==> config.mk <==
export PLATFORM = sky130hd
export DESIGN_NAME = riscv_mc_mem_port
export DESIGN_NICKNAME = d
export VERILOG_FILES = /design/src/rtl/riscv_mc_mem_port_pkg.sv /design/src/rtl/riscv_mc_mem_port_fmt.sv /design/src/rtl/riscv_mc_mem_port.sv
export SDC_FILE = /design/constraint.sdc
export NUM_CORES = 1
export LEC_CHECK = 0
export CAP_MARGIN = 15
export CORE_MARGIN = 4
export CORE_UTILIZATION = 30
export CTS_CLUSTER_DIAMETER = 200
export CTS_CLUSTER_SIZE = 24
export DETAILED_ROUTE_END_ITERATION = 16
export PLACE_DENSITY = 0.55
export RECOVER_POWER = 100
export SYNTH_ARGS = -nofsm -noshare
export SYNTH_HDL_FRONTEND = slang
export SYNTH_SLANG_ARGS = --single-unit
==> constraint.sdc <==
create_clock -name clk -period 5.2 [get_ports clk]
set_clock_uncertainty 0.15 [all_clocks]
set_input_delay 1.56 -clock clk [delete_from_list [all_inputs] [get_ports clk]]
set_output_delay 1.56 -clock clk [all_outputs]
set_load 0.01 [all_outputs]
==> src/rtl/riscv_mc_mem_port_pkg.sv <==
// Shared types and helpers for the multicycle memory port.
// Contents:
//   memport_state_t : FSM states of the port
//   mem_size_t      : access size decoded from funct3[1:0]
//   fault_cause_t   : encoding reported on core_fault_cause
//   F3_*            : RISC-V load/store funct3 values
//   f3_size / f3_legal / f3_misaligned : access decode helpers
package riscv_mc_mem_port_pkg;

  typedef enum logic [2:0] {
    ST_IDLE   = 3'd0,
    ST_REQ    = 3'd1,
    ST_WAIT_R = 3'd2,
    ST_DONE   = 3'd3,
    ST_FAULT  = 3'd4
  } memport_state_t;

  typedef enum logic [1:0] {
    SZ_BYTE   = 2'd0,
    SZ_HALF   = 2'd1,
    SZ_WORD   = 2'd2,
    SZ_DOUBLE = 2'd3
  } mem_size_t;

  typedef enum logic [1:0] {
    FC_NONE     = 2'b00,
    FC_MISALIGN = 2'b01,
    FC_ILLEGAL  = 2'b10,
    FC_TIMEOUT  = 2'b11
  } fault_cause_t;

  localparam logic [2:0] F3_LB  = 3'b000;
  localparam logic [2:0] F3_LH  = 3'b001;
  localparam logic [2:0] F3_LW  = 3'b010;
  localparam logic [2:0] F3_LD  = 3'b011;
  localparam logic [2:0] F3_LBU = 3'b100;
  localparam logic [2:0] F3_LHU = 3'b101;
  localparam logic [2:0] F3_LWU = 3'b110;

  // Size lives in the low two funct3 bits for every load/store encoding.
  function automatic mem_size_t f3_size(input logic [2:0] f3);
    return mem_size_t'(f3[1:0]);
  endfunction

  // Unsigned variants exist only for loads; 64-bit forms only on a wide core.
  function automatic logic f3_legal(input logic we, input logic [2:0] f3, input logic wide);
    logic ok;
    case (f3)
      F3_LB, F3_LH, F3_LW: ok = 1'b1;
      F3_LBU, F3_LHU:      ok = ~we;
      F3_LD:               ok = wide;
      F3_LWU:              ok = wide & ~we;
      default:             ok = 1'b0;
    endcase
    return ok;
  endfunction

  function automatic logic f3_misaligned(input logic [2:0] f3, input logic [2:0] low);
    logic bad;
    case (f3_size(f3))
      SZ_HALF:   bad = low[0];
      SZ_WORD:   bad = |low[1:0];
      SZ_DOUBLE: bad = |low;
      default:   bad = 1'b0;
    endcase
    return bad;
  endfunction

endpackage

==> src/rtl/riscv_mc_mem_port_fmt.sv <==
// mem_lane_fmt: purely combinational lane formatter.
// Stores: replicates the right-justified store data across all byte lanes and
// builds byte enables from size and the low address bits.
// Loads: shifts the bus word down to the addressed byte and sign/zero extends.
// Ports:
//   funct3     in  access funct3
//   off        in  address bits below the bus lane granule
//   wdata      in  right-justified store data
//   rdata      in  raw bus read data
//   lane_wdata out replicated store data
//   byteen     out byte enables
//   load_data  out aligned/extended load result
module mem_lane_fmt
  import riscv_mc_mem_port_pkg::*;
#(
  parameter int WIDTH = 32
) (
  input  logic [2:0]               funct3,
  input  logic [$clog2(WIDTH/8)-1:0] off,
  input  logic [WIDTH-1:0]         wdata,
  input  logic [WIDTH-1:0]         rdata,
  output logic [WIDTH-1:0]         lane_wdata,
  output logic [WIDTH/8-1:0]       byteen,
  output logic [WIDTH-1:0]         load_data
);

  localparam int NB = WIDTH / 8;

  mem_size_t         size;
  logic [NB-1:0]     base_en;
  logic [WIDTH-1:0]  shifted;

  assign size = f3_size(funct3);

  // Lane gi carries the store byte whose index repeats with the access size.
  genvar gi;
  generate
    for (gi = 0; gi < NB; gi++) begin : g_lane
      assign lane_wdata[gi*8 +: 8] =
          (size == SZ_BYTE) ? wdata[7:0] :
          (size == SZ_HALF) ? wdata[(gi%2)*8 +: 8] :
          (size == SZ_WORD) ? wdata[(gi%4)*8 +: 8] :
                              wdata[gi*8 +: 8];
    end
  endgenerate

  always_comb begin
    case (size)
      SZ_BYTE: base_en = NB'(1'b1);
      SZ_HALF: base_en = NB'(2'b11);
      SZ_WORD: base_en = NB'(4'hF);
      default: base_en = '1;
    endcase
    byteen = base_en << off;
  end

  assign shifted = rdata >> {off, 3'b000};

  always_comb begin
    case (funct3)
      F3_LB:   load_data = WIDTH'($signed(shifted[7:0]));
      F3_LH:   load_data = WIDTH'($signed(shifted[15:0]));
      F3_LW:   load_data = WIDTH'($signed(shifted[31:0]));
      F3_LBU:  load_data = WIDTH'(shifted[7:0]);
      F3_LHU:  load_data = WIDTH'(shifted[15:0]);
      F3_LWU:  load_data = WIDTH'(shifted[31:0]);
      default: load_data = shifted;
    endcase
  end

endmodule

==> src/rtl/riscv_mc_mem_port.sv <==
// riscv_mc_mem_port: memory port of the multicycle core. Accepts one access
// from the datapath, runs it over a req/gnt/rvalid bus, stalls the core while
// outstanding and reports completion or a fault.
// Ports:
//   clk, reset                 clock, synchronous active-high reset
//   core_req/we/addr/wdata/funct3  access from the core (sampled in IDLE)
//   core_busy                  port not idle
//   core_done / core_fault     one-cycle completion / error pulses
//   core_rdata                 formatted load result, held until next load
//   core_fault_cause           cause of the last fault, held until next accept
//   bus_req/we/addr/wdata/byteen   bus request, stable until bus_gnt
//   bus_gnt/rvalid/rdata       bus responses
module riscv_mc_mem_port
  import riscv_mc_mem_port_pkg::*;
#(
  parameter int WIDTH   = 32,
  parameter int TIMEOUT = 255
) (
  input  logic               clk,
  input  logic               reset,
  input  logic               core_req,
  input  logic               core_we,
  input  logic [WIDTH-1:0]   core_addr,
  input  logic [WIDTH-1:0]   core_wdata,
  input  logic [2:0]         core_funct3,
  output logic               core_busy,
  output logic               core_done,
  output logic [WIDTH-1:0]   core_rdata,
  output logic               core_fault,
  output logic [1:0]         core_fault_cause,
  output logic               bus_req,
  output logic               bus_we,
  output logic [WIDTH-1:0]   bus_addr,
  output logic [WIDTH-1:0]   bus_wdata,
  output logic [WIDTH/8-1:0] bus_byteen,
  input  logic               bus_gnt,
  input  logic               bus_rvalid,
  input  logic [WIDTH-1:0]   bus_rdata
);

  localparam int   NB    = WIDTH / 8;
  localparam int   OFF_W = $clog2(NB);
  localparam int   CNT_W = (TIMEOUT > 0) ? $clog2(TIMEOUT + 1) : 1;
  localparam logic WIDE  = (WIDTH == 64);
  localparam logic [CNT_W:0] TIMEOUT_VAL = (CNT_W + 1)'(TIMEOUT);

  memport_state_t   state_reg;
  fault_cause_t     cause_reg;
  logic             we_reg;
  logic [WIDTH-1:0] addr_reg;
  logic [WIDTH-1:0] wdata_reg;
  logic [2:0]       f3_reg;
  logic [CNT_W-1:0] cnt_reg;
  logic [WIDTH-1:0] rdata_reg;
  logic             busy_reg;
  logic             done_reg;
  logic             fault_reg;
  logic             req_reg;

  logic [WIDTH-1:0] fmt_wdata;
  logic [NB-1:0]    fmt_byteen;
  logic [WIDTH-1:0] fmt_load;
  logic             acc_illegal;
  logic             acc_misaligned;
  logic [CNT_W:0]   cnt_inc;
  logic             timed_out;

  mem_lane_fmt #(.WIDTH(WIDTH)) u_fmt (
    .funct3     (f3_reg),
    .off        (addr_reg[OFF_W-1:0]),
    .wdata      (wdata_reg),
    .rdata      (bus_rdata),
    .lane_wdata (fmt_wdata),
    .byteen     (fmt_byteen),
    .load_data  (fmt_load)
  );

  // Legality is judged on the live core inputs so the fault decision is made
  // in the same edge that captures the access.
  assign acc_illegal    = ~f3_legal(core_we, core_funct3, WIDE);
  assign acc_misaligned = f3_misaligned(core_funct3, 3'(core_addr[OFF_W-1:0]));

  // The cycle whose increment would reach TIMEOUT is the last one allowed.
  assign cnt_inc   = {1'b0, cnt_reg} + 1'b1;
  assign timed_out = (TIMEOUT != 0) && (cnt_inc == TIMEOUT_VAL);

  always_ff @(posedge clk) begin
    if (reset) begin
      state_reg <= ST_IDLE;
      cause_reg <= FC_NONE;
      we_reg    <= 1'b0;
      addr_reg  <= '0;
      wdata_reg <= '0;
      f3_reg    <= '0;
      cnt_reg   <= '0;
      rdata_reg <= '0;
      busy_reg  <= 1'b0;
      done_reg  <= 1'b0;
      fault_reg <= 1'b0;
      req_reg   <= 1'b0;
    end else begin
      done_reg  <= 1'b0;
      fault_reg <= 1'b0;
      case (state_reg)
        ST_IDLE: begin
          if (core_req) begin
            we_reg    <= core_we;
            addr_reg  <= core_addr;
            wdata_reg <= core_wdata;
            f3_reg    <= core_funct3;
            cnt_reg   <= '0;
            busy_reg  <= 1'b1;
            if (acc_illegal) begin
              cause_reg <= FC_ILLEGAL;
              fault_reg <= 1'b1;
              state_reg <= ST_FAULT;
            end else if (acc_misaligned) begin
              cause_reg <= FC_MISALIGN;
              fault_reg <= 1'b1;
              state_reg <= ST_FAULT;
            end else begin
              cause_reg <= FC_NONE;
              req_reg   <= 1'b1;
              state_reg <= ST_REQ;
            end
          end
        end
        ST_REQ: begin
          cnt_reg <= cnt_inc[CNT_W-1:0];
          if (bus_gnt) begin
            req_reg <= 1'b0;
            if (we_reg) begin
              done_reg  <= 1'b1;
              state_reg <= ST_DONE;
            end else begin
              state_reg <= ST_WAIT_R;
            end
          end else if (timed_out) begin
            req_reg   <= 1'b0;
            cause_reg <= FC_TIMEOUT;
            fault_reg <= 1'b1;
            state_reg <= ST_FAULT;
          end
        end
        ST_WAIT_R: begin
          cnt_reg <= cnt_inc[CNT_W-1:0];
          if (bus_rvalid) begin
            rdata_reg <= fmt_load;
            done_reg  <= 1'b1;
            state_reg <= ST_DONE;
          end else if (timed_out) begin
            cause_reg <= FC_TIMEOUT;
            fault_reg <= 1'b1;
            state_reg <= ST_FAULT;
          end
        end
        ST_DONE, ST_FAULT: begin
          busy_reg  <= 1'b0;
          state_reg <= ST_IDLE;
        end
        default: begin
          busy_reg  <= 1'b0;
          req_reg   <= 1'b0;
          state_reg <= ST_IDLE;
        end
      endcase
    end
  end

  assign core_busy        = busy_reg;
  assign core_done        = done_reg;
  assign core_fault       = fault_reg;
  assign core_rdata       = rdata_reg;
  assign core_fault_cause = cause_reg;

  // Bus payload is only presented while a request is pending.
  assign bus_req    = req_reg;
  assign bus_we     = req_reg & we_reg;
  assign bus_addr   = req_reg ? {addr_reg[WIDTH-1:OFF_W], OFF_W'(0)} : '0;
  assign bus_wdata  = (req_reg & we_reg) ? fmt_wdata : '0;
  assign bus_byteen = req_reg ? fmt_byteen : '0;

endmodule

==> reports/summary.md <==
The max-slew violation count was 45. The run gives 19,000 um^2 as the floorplan core area. The final reports fail on capacitance limit, slew limit.

The tools report the cell at the root of the clock tree as clkbuf_16. The number of inserted filler cells in the final layout was 1,949. Of the cells placed in the final design, the portion with a size suffix greater than 1 is 6.58%.

Minimum clock period after layout: 4.36 ns. The leading cell type in the layout, fill and taps excluded was nand2_1. The internal portion of total power was 1.94 mW. The share of the synthesized area in the top cell type came out at 40.1%. At the end of routability-driven placement, the weighted congestion stood at 0.840. In this run the worst hold path is classified as reg2reg.

The synthesized design contains 117 register bits. 0 antenna diodes ended up in the layout. Global routing consumed, on the met1 layer, 23.2% of the routing resources.

Measured along the y axis, the die boundary spans 148 um. Global routing used 17.9% of the available tracks across all layers. The clock network burns 44.4% of the power.

The tools report the final layout net count as 1,051. TritonCTS built the clock tree. The worst setup path is captured at an output port. For met2 alone, demand over resource in global routing was 26.8%. The number of max-capacitance violations reported was 1.

The cell family contributing the most delay on the critical path is simple AND/OR/NAND/NOR gates. The tightest slew margin relative to the limit was -40.5%. The number of hold buffers added after CTS was 0. The run gives 0.41 ns as the insertion delay of the later-clocked pin in the worst-skew pair. The most used flip-flop cell after synthesis is dfxtp_1. In this run switching power makes up 27.7% of total power. met2 is the most crowded layer.

The die is 148 um wide. dfxtp_1 takes more of the synthesized area than any other cell. The worst register-to-register path has a depth of 5. STA classifies the critical path startpoint as a flop. The completed layout was analyzed and its total power is 2.68 mW.

The gate count after technology mapping was 771; the full die area was 21,800 um^2. For this run, the top clock speed supported by timing is 0.229 GHz. The clock passes through at most 2 buffers.

The flow ran to the end, but the final reports show violations. Dividing the detail-routed wire length by the instance count gives 16.3 um. The total power density per cell area works out to 312 nW/um^2. The tools report the destination of the worst hold path as addr_reg[5]$_SDFFE_PP0P_.

After the first detailed-routing iteration, the DRC count stood at 272. Data on the critical path is required at its endpoint by 3.49 ns. The path type of the worst setup path is reg2out. Ratio of routed vias to standard cells: 4.69.

Buffers added to address setup during post-CTS repair amount to 0. Counting every sink on the clock net gives 117. Of all nets on the critical path, the largest fanout is 14. The number of search-and-repair iterations in the first detailed-routing pass is 4, and the maximum number of pins on one net before global-route repair is 72. Start point of the worst hold path: addr_reg[5]$_SDFFE_PP0P_.

CTS built an H-tree with a depth of 4. By area the synthesized netlist is led by dfxtp_1 40%, nand2_1 13%, a21oi_1 9.8%. The hold-critical path depth is 2. The proportion of power drawn by combinational gates was 17.7%.

In this run the critical register-to-register path is captured at core_fault_cause[1]$_SDFFE_PP0P_. The detailed placer's ending HPWL is 14.0 mm. Among all stages on the critical path, the largest delay is contributed by nor2_1. Buffers placed on the I/O ports in this run total 209. The worst path uses 83.9% of the clock period. In this run, post-CTS repair resized a total of 0 instances. The boundary pin count is 212, and the total setup violations reported at the end of the flow is 0. In this run the critical register-to-register path is launched from state_reg[1]$_SDFFE_PP0N_. The top cell types in the final layout, fill and taps aside, are 204 x nand2_1, 117 x dfxtp_1, 116 x clkdlybuf4s50_1.

The tools report the met3 global-route usage as 7.76%. Minimum hold slack: 0.298 ns. For the aggregate routed wire length, the log shows 19.9 mm. The run gives 0 as the count of unresolved DRC violations after routing. Relative to the synthesized area, the layout overhead comes to 46.5%. After clock tree synthesis, the clock-pin slew on the worst setup and hold paths is 0.05 ns.

The number of global-route vias before repair was 5,563; the worst stage delay on the critical path was 0.78 ns. Of the total power, registers draw 37.9%. For this run, the number of Yosys warnings is 0. Data arrives at the worst endpoint at 2.65 ns. In the synthesized netlist the async set-or-reset flop fraction comes to 0%. The run gives 0 as the number of hold violations in the final report.

Traced cell by cell, the critical path runs through nor2_1 -> nand2_1 -> a21oi_1 -> dlygate4sd3_1. A synthesized cell averages 7.58 um^2. The initial antenna violation count was 0. Setup repair after global routing left no endpoint under its margin.

The synthesized netlist contains 52 unique library cells. Once detail routing completed, the nets flagged for antenna violations numbered 0. The worst-case IR drop observed on VDD is 0.223 mV.

The worst path buffer plus inverter count works out to 1. The analysis attributes to cell leakage a power of 3.33 nW. The slew of the pin with the lowest slew margin was 2.11 ns; the count of standard-cell rows was 50. The fraction of the yosys area taken by sequential cells was 40.1%; the number of vias after detailed routing was 5,711. Buffers inserted during clock tree synthesis total 17. The logs give 740 uW for the reported net switching power and 30.8% for the starting utilization of the core area.

Slack of the worst reg-to-reg path: 2.11 ns. In this run, synthesis inferred 0 flip-flops with an integrated enable. The total overflow left after global routing is 0. The final cell count without fillers was 1,217; the cell area after synthesis was 5840 um^2.

For the final routed database, the setup TNS stands at 0 ns. For the total instance count after detailed placement, the log shows 1,185. The first global-routing pass estimated 31.0 mm of wire.
kinds of logic after synthesis:
logic type      share of synthesized area [%]
flops                                    40.1
fa+ha+maj                               0.428
simple gates                             26.6
xor+xnor                                0.450
mux                                      7.26
compound gates                           19.3
buf+inv                                  5.82
other cells                            0.0642
tightest hold or removal path: cells and delay by family, from the launching register on:
family | cells | cell delay (ns)
simple gates | 1 | 0.05
flops | 1 | 0.30
compound gates | 1 | 0.05
layer usage:
metal  share of wire [%]  vias up
met5                   0        -
met4                 1.8        0
met3                 9.7       21
met2                  43      192
met1                  45     2557
li1                    -     2941
Yosys cell counts, drive strengths merged, types with 4 or more instances:
library cell,number
mux2i,30
o21ai,14
dfxtp,117
buf,25
mux2,9
a21oi,115
clkbuf,40
nand2,204
a211oi,21
inv,7
nor2,70
o211ai,7
nand2b,6
nor3,12
nand3b,4
and3,11
and2,31
stage by stage:
stage	utilization (%)	area, um^2	worst slack [ns]
after floorplan	-	5850	2.14
after global placement	42.3	8030	1.31
after detailed placement	42.3	8030	1.28
after CTS	45.5	8630	0.872
after global routing	45.2	8560	0.676
final	45.2	8560	0.836
power by group through the flow:
stage	sequential, mW	combinational, mW	clock (mW)
global route	1.02	0.526	1.26
finish	1.01	0.474	1.19
floorplan	1.02	0.290	0
CTS	1.01	0.493	1.22
global placement	1.03	0.491	0
detailed placement	1.03	0.490	0
worst max path at each step:
stage                                      start                               end  slack, ns  cells after the start
after detailed placement                core_req  core_fault_cause[1]$_SDFFE_PP0P_       1.28                      7
after floorplan           f3_reg[1]$_SDFFE_PP0P_                     bus_wdata[10]       2.14                      6
after CTS                 f3_reg[0]$_SDFFE_PP0P_                     bus_wdata[10]       0.87                      4
after global routing      f3_reg[0]$_SDFFE_PP0P_                     bus_wdata[10]       0.68                      4
after global placement                  core_req  core_fault_cause[1]$_SDFFE_PP0P_       1.31                      7
final                     f3_reg[0]$_SDFFE_PP0P_                     bus_wdata[10]       0.84                      4
area by class of cell:
type                    count  area, um^2  share of cell area, %
multi-input cells         583        3120                   36.4
inverters                   7        26.3                  0.307
repair buffers            218        2150                   25.1
clock inverters            13         156                   1.83
flip-flops and latches    117        2340                   27.4
well taps                 260         325                   3.80
clock buffers              19         443                   5.17
Note: power is estimated with default switching activity, not from simulation.
